===== src/rtl/irq_controller.sv =====
// irq_controller: vectored interrupt controller with pending/enable/edge registers and claim/complete handshake.
// Define IRQC_SYNC_EN to pass irq_src through a 2-flop synchronizer before edge detection.
module irq_controller #(
  parameter int NUM_SRC = 8
) (
  input  logic               clk,
  input  logic               rst_n,
  input  logic               reg_en,
  input  logic               reg_we,
  input  logic [3:0]         reg_addr,
  input  logic [31:0]        reg_wdata,
  output logic [31:0]        reg_rdata,
  input  logic [NUM_SRC-1:0] irq_src,
  output logic               cpu_irq,
  output logic [3:0]         cpu_irq_id
);
  typedef enum logic [1:0] {IDLE, ASSERT, IN_SERVICE} state_t;
  state_t state;
  logic global_en, rd, wr, claim, unused_wdata;
  logic [NUM_SRC-1:0] enable, edge_sel, pending, src, src_q, set, clr, masked, claim_oh;
  logic [3:0] sel, active_id;
  logic [31:0] rd_val;
`ifdef IRQC_SYNC_EN
  logic [NUM_SRC-1:0] sync1, sync2;
  always_ff @(posedge clk or negedge rst_n)
    if (!rst_n) begin
      sync1 <= '0;
      sync2 <= '0;
    end else begin
      sync1 <= irq_src;
      sync2 <= sync1;
    end
  assign src = sync2;
`else
  assign src = irq_src;
`endif
  assign rd = reg_en && !reg_we;
  assign wr = reg_en && reg_we;
  assign masked = pending & enable;
  assign claim = rd && reg_addr == 4'd4 && state == ASSERT && |masked;
  assign set = src & ~(edge_sel & src_q);
  assign clr = (wr && reg_addr == 4'd3 ? reg_wdata[NUM_SRC-1:0] : '0) | claim_oh;
  assign unused_wdata = ^reg_wdata;
  // lowest index wins, so scan from the top down
  always_comb begin
    sel = '0;
    claim_oh = '0;
    for (int i = NUM_SRC - 1; i >= 0; i--)
      if (masked[i]) sel = 4'(i);
    for (int i = 0; i < NUM_SRC; i++)
      claim_oh[i] = claim && sel == 4'(i);
  end
  always_comb begin
    rd_val = '0;
    case (reg_addr)
      4'd0: rd_val = {31'b0, global_en};
      4'd1: rd_val = 32'(enable);
      4'd2: rd_val = 32'(edge_sel);
      4'd3: rd_val = 32'(pending);
      4'd4: rd_val = claim ? {1'b1, 27'b0, sel} : '0;
      4'd5: rd_val = {state == IN_SERVICE, 27'b0, active_id};
      default: rd_val = '0;
    endcase
  end
  always_ff @(posedge clk or negedge rst_n)
    if (!rst_n) begin
      state <= IDLE;
      global_en <= 1'b0;
      enable <= '0;
      edge_sel <= '0;
      pending <= '0;
      src_q <= '0;
      active_id <= '0;
      reg_rdata <= '0;
      cpu_irq <= 1'b0;
      cpu_irq_id <= '0;
    end else begin
      src_q <= src;
      pending <= (pending & ~clr) | set;
      cpu_irq_id <= sel;
      if (rd) reg_rdata <= rd_val;
      if (wr && reg_addr == 4'd0) global_en <= reg_wdata[0];
      if (wr && reg_addr == 4'd1) enable <= reg_wdata[NUM_SRC-1:0];
      if (wr && reg_addr == 4'd2) edge_sel <= reg_wdata[NUM_SRC-1:0];
      case (state)
        IDLE:
          if (global_en && |masked) begin
            state <= ASSERT;
            cpu_irq <= 1'b1;
          end
        ASSERT:
          if (claim) begin
            state <= IN_SERVICE;
            active_id <= sel;
            cpu_irq <= 1'b0;
          end else if (!global_en || ~|masked) begin
            state <= IDLE;
            cpu_irq <= 1'b0;
          end
        IN_SERVICE:
          if (wr && reg_addr == 4'd4 && reg_wdata[3:0] == active_id) begin
            state <= IDLE;
            active_id <= '0;
          end
        default: state <= IDLE;
      endcase
    end
endmodule


===== config.mk =====
export PLATFORM = sky130hd
export DESIGN_NAME = irq_controller
export DESIGN_NICKNAME = d
export VERILOG_FILES = /design/src/rtl/irq_controller.sv
export SDC_FILE = /design/constraint.sdc
export NUM_CORES = 1
export LEC_CHECK = 0
export ABC_CLOCK_PERIOD_IN_PS = 2000
export BUFFER_PORTS_ARGS = -buffer_cell sky130_fd_sc_hd__buf_2
export CELL_PAD_IN_SITES_DETAIL_PLACEMENT = 0
export CELL_PAD_IN_SITES_GLOBAL_PLACEMENT = 1
export CORE_AREA = 2 2 86 88
export CTS_CLUSTER_SIZE = 10
export DETAILED_ROUTE_END_ITERATION = 8
export DIE_AREA = 0 0 88 90
export MAX_ROUTING_LAYER = met4
export PLACE_DENSITY_LB_ADDON = 0.3
export SETUP_SLACK_MARGIN = 0.05
export SYNTH_ARGS = -nofsm -noshare
export SYNTH_HDL_FRONTEND = slang
export SYNTH_SLANG_ARGS = --single-unit

===== constraint.sdc =====
create_clock -name clk -period 2 [get_ports clk]
set_clock_uncertainty 0.1 [all_clocks]
set_input_delay 0.2 -clock clk [delete_from_list [all_inputs] [get_ports clk]]
set_output_delay 0.2 -clock clk [all_outputs]
set_load 0.01 [all_outputs]

==> summary.md <==
| Metric | Value |
|---|---|
| Outcome | `finished clean` |
| Asr flop ratio synth | `100%` |
| Syn Inst Count | `248` |
| Die X | `88 um` |
| Final GP Congestion | `between 0.8 and 0.9` |
| Yosys top cell area share | `~48%` |
| Initial antenna violation count | `0` |
| Ports | `85` |
| Largest net degree at the start of global routing | `27` |
| Wirelength per Cell | `~15 um` |
| Max Clk Rate | `between 0.5 and 0.6 GHz` |
| Data arrival, critical path | `a little under 2000 ps` |
| Reg-to-Reg Start | `pending[6]$_DFF_PN0_` |
| Avg Inst Size Synth | `between 10 and 15 um2` |
| Maximum buffer depth of the clock tree | `2` |
| Core footprint | `approximately 7000 um2` |
| DR vias | `1980` |
| Register area share after synthesis | `between 40% and 50%` |
| HP Class | `in -> reg` |
| PD cells | `796 nW/um2` |
| Total CTS buffers | `5` |
| Final Max Slew Viols | `0` |
| Design area | `between 3000 and 4000 um2` |
| Clock-pin slew on the worst setup and hold paths | `roughly 100 ps` |
| Reg2Reg Depth | `6` |
| Min Tclk post-route | `about 1900 ps` |
| Place WS | `~110 ps` |
| Post-synth top area cell | `dfrtp_1` |
| Placed cell areas | `about 2900 um2` |
| Number of synthesized flops with an enable pin | `0` |
| Final non-filler cell total | `between 400 and 500` |
| Number of setup buffers added after CTS | `0` |
| Global-route usage over all layers | `approximately 17%` |
| Synth Flop Type | `dfrtp_1` |
| CTS tree | `yes` |
| Final wirelength | `around 6000 um` |
| Total gr overflow | `0` |
| Vias per cell | `4.93` |
| Post-Place Cells | `~390` |
| CP max FO | `4` |
| DIE AREA | `between 7000 and 8000 um2` |
| Area contributors post-synth | `dfrtp_1 (48%), mux2_2 (10%), buf_4 (6.8%)` |
| Area growth syn-to-layout | `16.3%` |
| Final worst-path cycle share | `between 90% and 100%` |
| Port bufs | `36` |
| Hold Crit Depth | `2` |
| Critical Path Sink Type | `register` |
| Final hold viol count | `0` |
| Most common cell in the netlist | `dfrtp_1` |
| Pre-antenna DRT Iters | `4` |
| H-tree Lvls | `2` |
| Setup TNS | `0 ps` |
| Clk root buf | `clkbuf_8` |
| Commonest cells in the netlist | `dfrtp_1 (51), nand2_1 (40), buf_4 (24), mux2_2 (24), o21ai_0 (13)` |
| # setup viols final | `0` |
| Hpwl dp | `4530 um` |
| Worst setup path start | `pending[6]$_DFF_PN0_` |
| Detailed Route Iter0 Violations | `120` |
| Clock sinks | `just over 50` |
| Setup Crit Path Kind | `reg -> reg` |
| HP Start | `reg_wdata[6]` |
| Distinct cells, synth | `44` |
| Clk Latency, worst-skew pair | `between 300 and 400 ps` |
| Worst slew margin | `between 50% and 60%` |
| DRC | `0` |
| RSZ-0062 raised after global routing | `yes` |
| Worst-Margin Slew | `609 ps` |
| Ys Warns | `0` |
| Max_cap viols | `0` |
| First-pass GRT wire length | `9980 um` |
| Peak supply drop | `roughly 0.33 mV` |
| Vias in the first global route | `about 1900` |
| Chip height | `90 um` |
| Antenna Nets Post-Route | `0` |
| Data required, critical path | `about 2100 ps` |
| Post-Syn Area | `between 2000 and 3000 um2` |
| Nets@finish | `350` |
| Setup WS post-layout | `138 ps` |
| CP Launch Type | `register` |
| Tot Pwr | `about 2.5 mW` |
| Share of post-route cells with drive strength above 1 | `between 20% and 30%` |
| Row Count | `31` |
| Leakage | `around 1.4 nW` |
| Yosys reg bits | `just over 50` |
| Initial core utilization | `a little under two fifths` |
| Antenna diodes | `0` |
per-stage QoR:
| step | utilization, % | hold WS [ps] |
|---|---|---|
| floorplan | - | -196 |
| global placement | 41.5 | 141 |
| detailed placement | 41.5 | 145 |
| CTS | 44.0 | 48.5 |
| global route | 44.1 | 33.2 |
| finish | 44.1 | 51.7 |
repair_timing:
item | 4_1_cts | 5_1_grt
endpoints found under the hold margin | 33 | 0
hold buffers | 9 | 0
gates resized for setup | 0 | 2
endpoints found under the setup margin | 0 | 2
cell families after synthesis:
| logic type | Yosys count | share of synthesized area (%) |
|---|---|---|
| and+or+nand+nor | 80 | 15.9 |
| AOI/OAI and AO/OA | 52 | 14.4 |
| DFF | 51 | 47.9 |
| buffers and inverters | 35 | 9.81 |
| muxes | 26 | 10.9 |
| xor gates and xnor gates | 3 | 0.986 |
| other | 1 | 0.141 |
sequential cells by signal, summed over array words and instances, names as in the netlist:
signal / flops
active_id: 3
global_en: 1
state: 2
pending: 8
cpu_irq: 1
reg_rdata: 9
src_q: 8
cpu_irq_id: 3
edge_sel: 8
enable: 8
final timing paths:
| check | to | slack, ps |
|---|---|---|
| worst min-delay path | enable[6]$_DFFE_PN0P_ | 50 |
| worst max-delay path | pending[2]$_DFF_PN0_ | 140 |
| max in group asynchronous | edge_sel[0]$_DFFE_PN0P_ | 920 |
| worst min register to register | reg_rdata[5]$_DFFE_PN0N_ | 390 |
| worst max register to register | pending[2]$_DFF_PN0_ | 140 |
| min in group asynchronous | src_q[5]$_DFF_PN0_ | 330 |
power by group:
| group | switching [mW] | total (mW) | internal [mW] |
|---|---|---|---|
| Clock | 0.356 | 0.601 | 0.246 |
| Sequential | 0.0956 | 1.25 | 1.16 |
| Combinational | 0.328 | 0.612 | 0.284 |
| Total | 0.779 | 2.47 | 1.69 |
layer usage:
metal	share of wire (%)	vias to the layer above	GRT usage, %
li1	-	952	-
met3	4.2	6	3.12
met2	46	63	23.3
met1	49	959	24.6
met4	1.4	0	5.90
met5	0	-	-
placed cells by master, fill, tap and decap left out, drive strengths merged:
| master | Yosys | final |
|---|---|---|
| a21boi | 3 | 3 |
| a21oi | 6 | 6 |
| a221oi | 1 | 1 |
| a22o | 6 | 6 |
| a22oi | 11 | 11 |
| a2bb2oi | 1 | 1 |
| a32o | 5 | 5 |
| a41o | 1 | 1 |
| and3 | 1 | 1 |
| and3b | 1 | 1 |
| and4b | 1 | 1 |
| and4bb | 2 | 2 |
| buf | 26 | 47 |
| clkbuf | 5 | 6 |
| clkinv | 0 | 1 |
| clkinvlp | 0 | 1 |
| conb | 1 | 24 |
| dfrtp | 51 | 51 |
| dlygate4sd3 | 0 | 9 |
| inv | 3 | 3 |
| mux2 | 24 | 24 |
| mux2i | 2 | 2 |
| nand2 | 40 | 40 |
| nand3 | 8 | 8 |
| nand3b | 3 | 3 |
| nand4 | 2 | 2 |
| nand4b | 2 | 2 |
| nor2 | 7 | 7 |
| nor2b | 3 | 3 |
| nor3 | 3 | 3 |
| nor3b | 2 | 2 |
| nor4 | 2 | 2 |
| o211ai | 1 | 1 |
| o21ai | 14 | 14 |
| o22ai | 2 | 2 |
| o31a | 1 | 1 |
| or2b | 1 | 1 |
| or3 | 1 | 1 |
| or3b | 1 | 1 |
| xor2 | 3 | 3 |
critical path, stage by stage, from the launching register on:
cell,delay [ps]
dfrtp_1,420
nand2_1,90
a32o_1,280
a221oi_2,320
buf_4,190
nand4_1,90
a32o_1,270
cell type report:
type	instances	area (um2)
Sequential cell	51	1280
Clock inverter	2	12.5
Inverter	3	11.3
Clock buffer	6	72.6
Timing Repair Buffer	56	378
Fill cell	689	3920
Multi-Input combinational cell	185	1220
Tap cell	99	124
(Power assumes the default switching activity.)
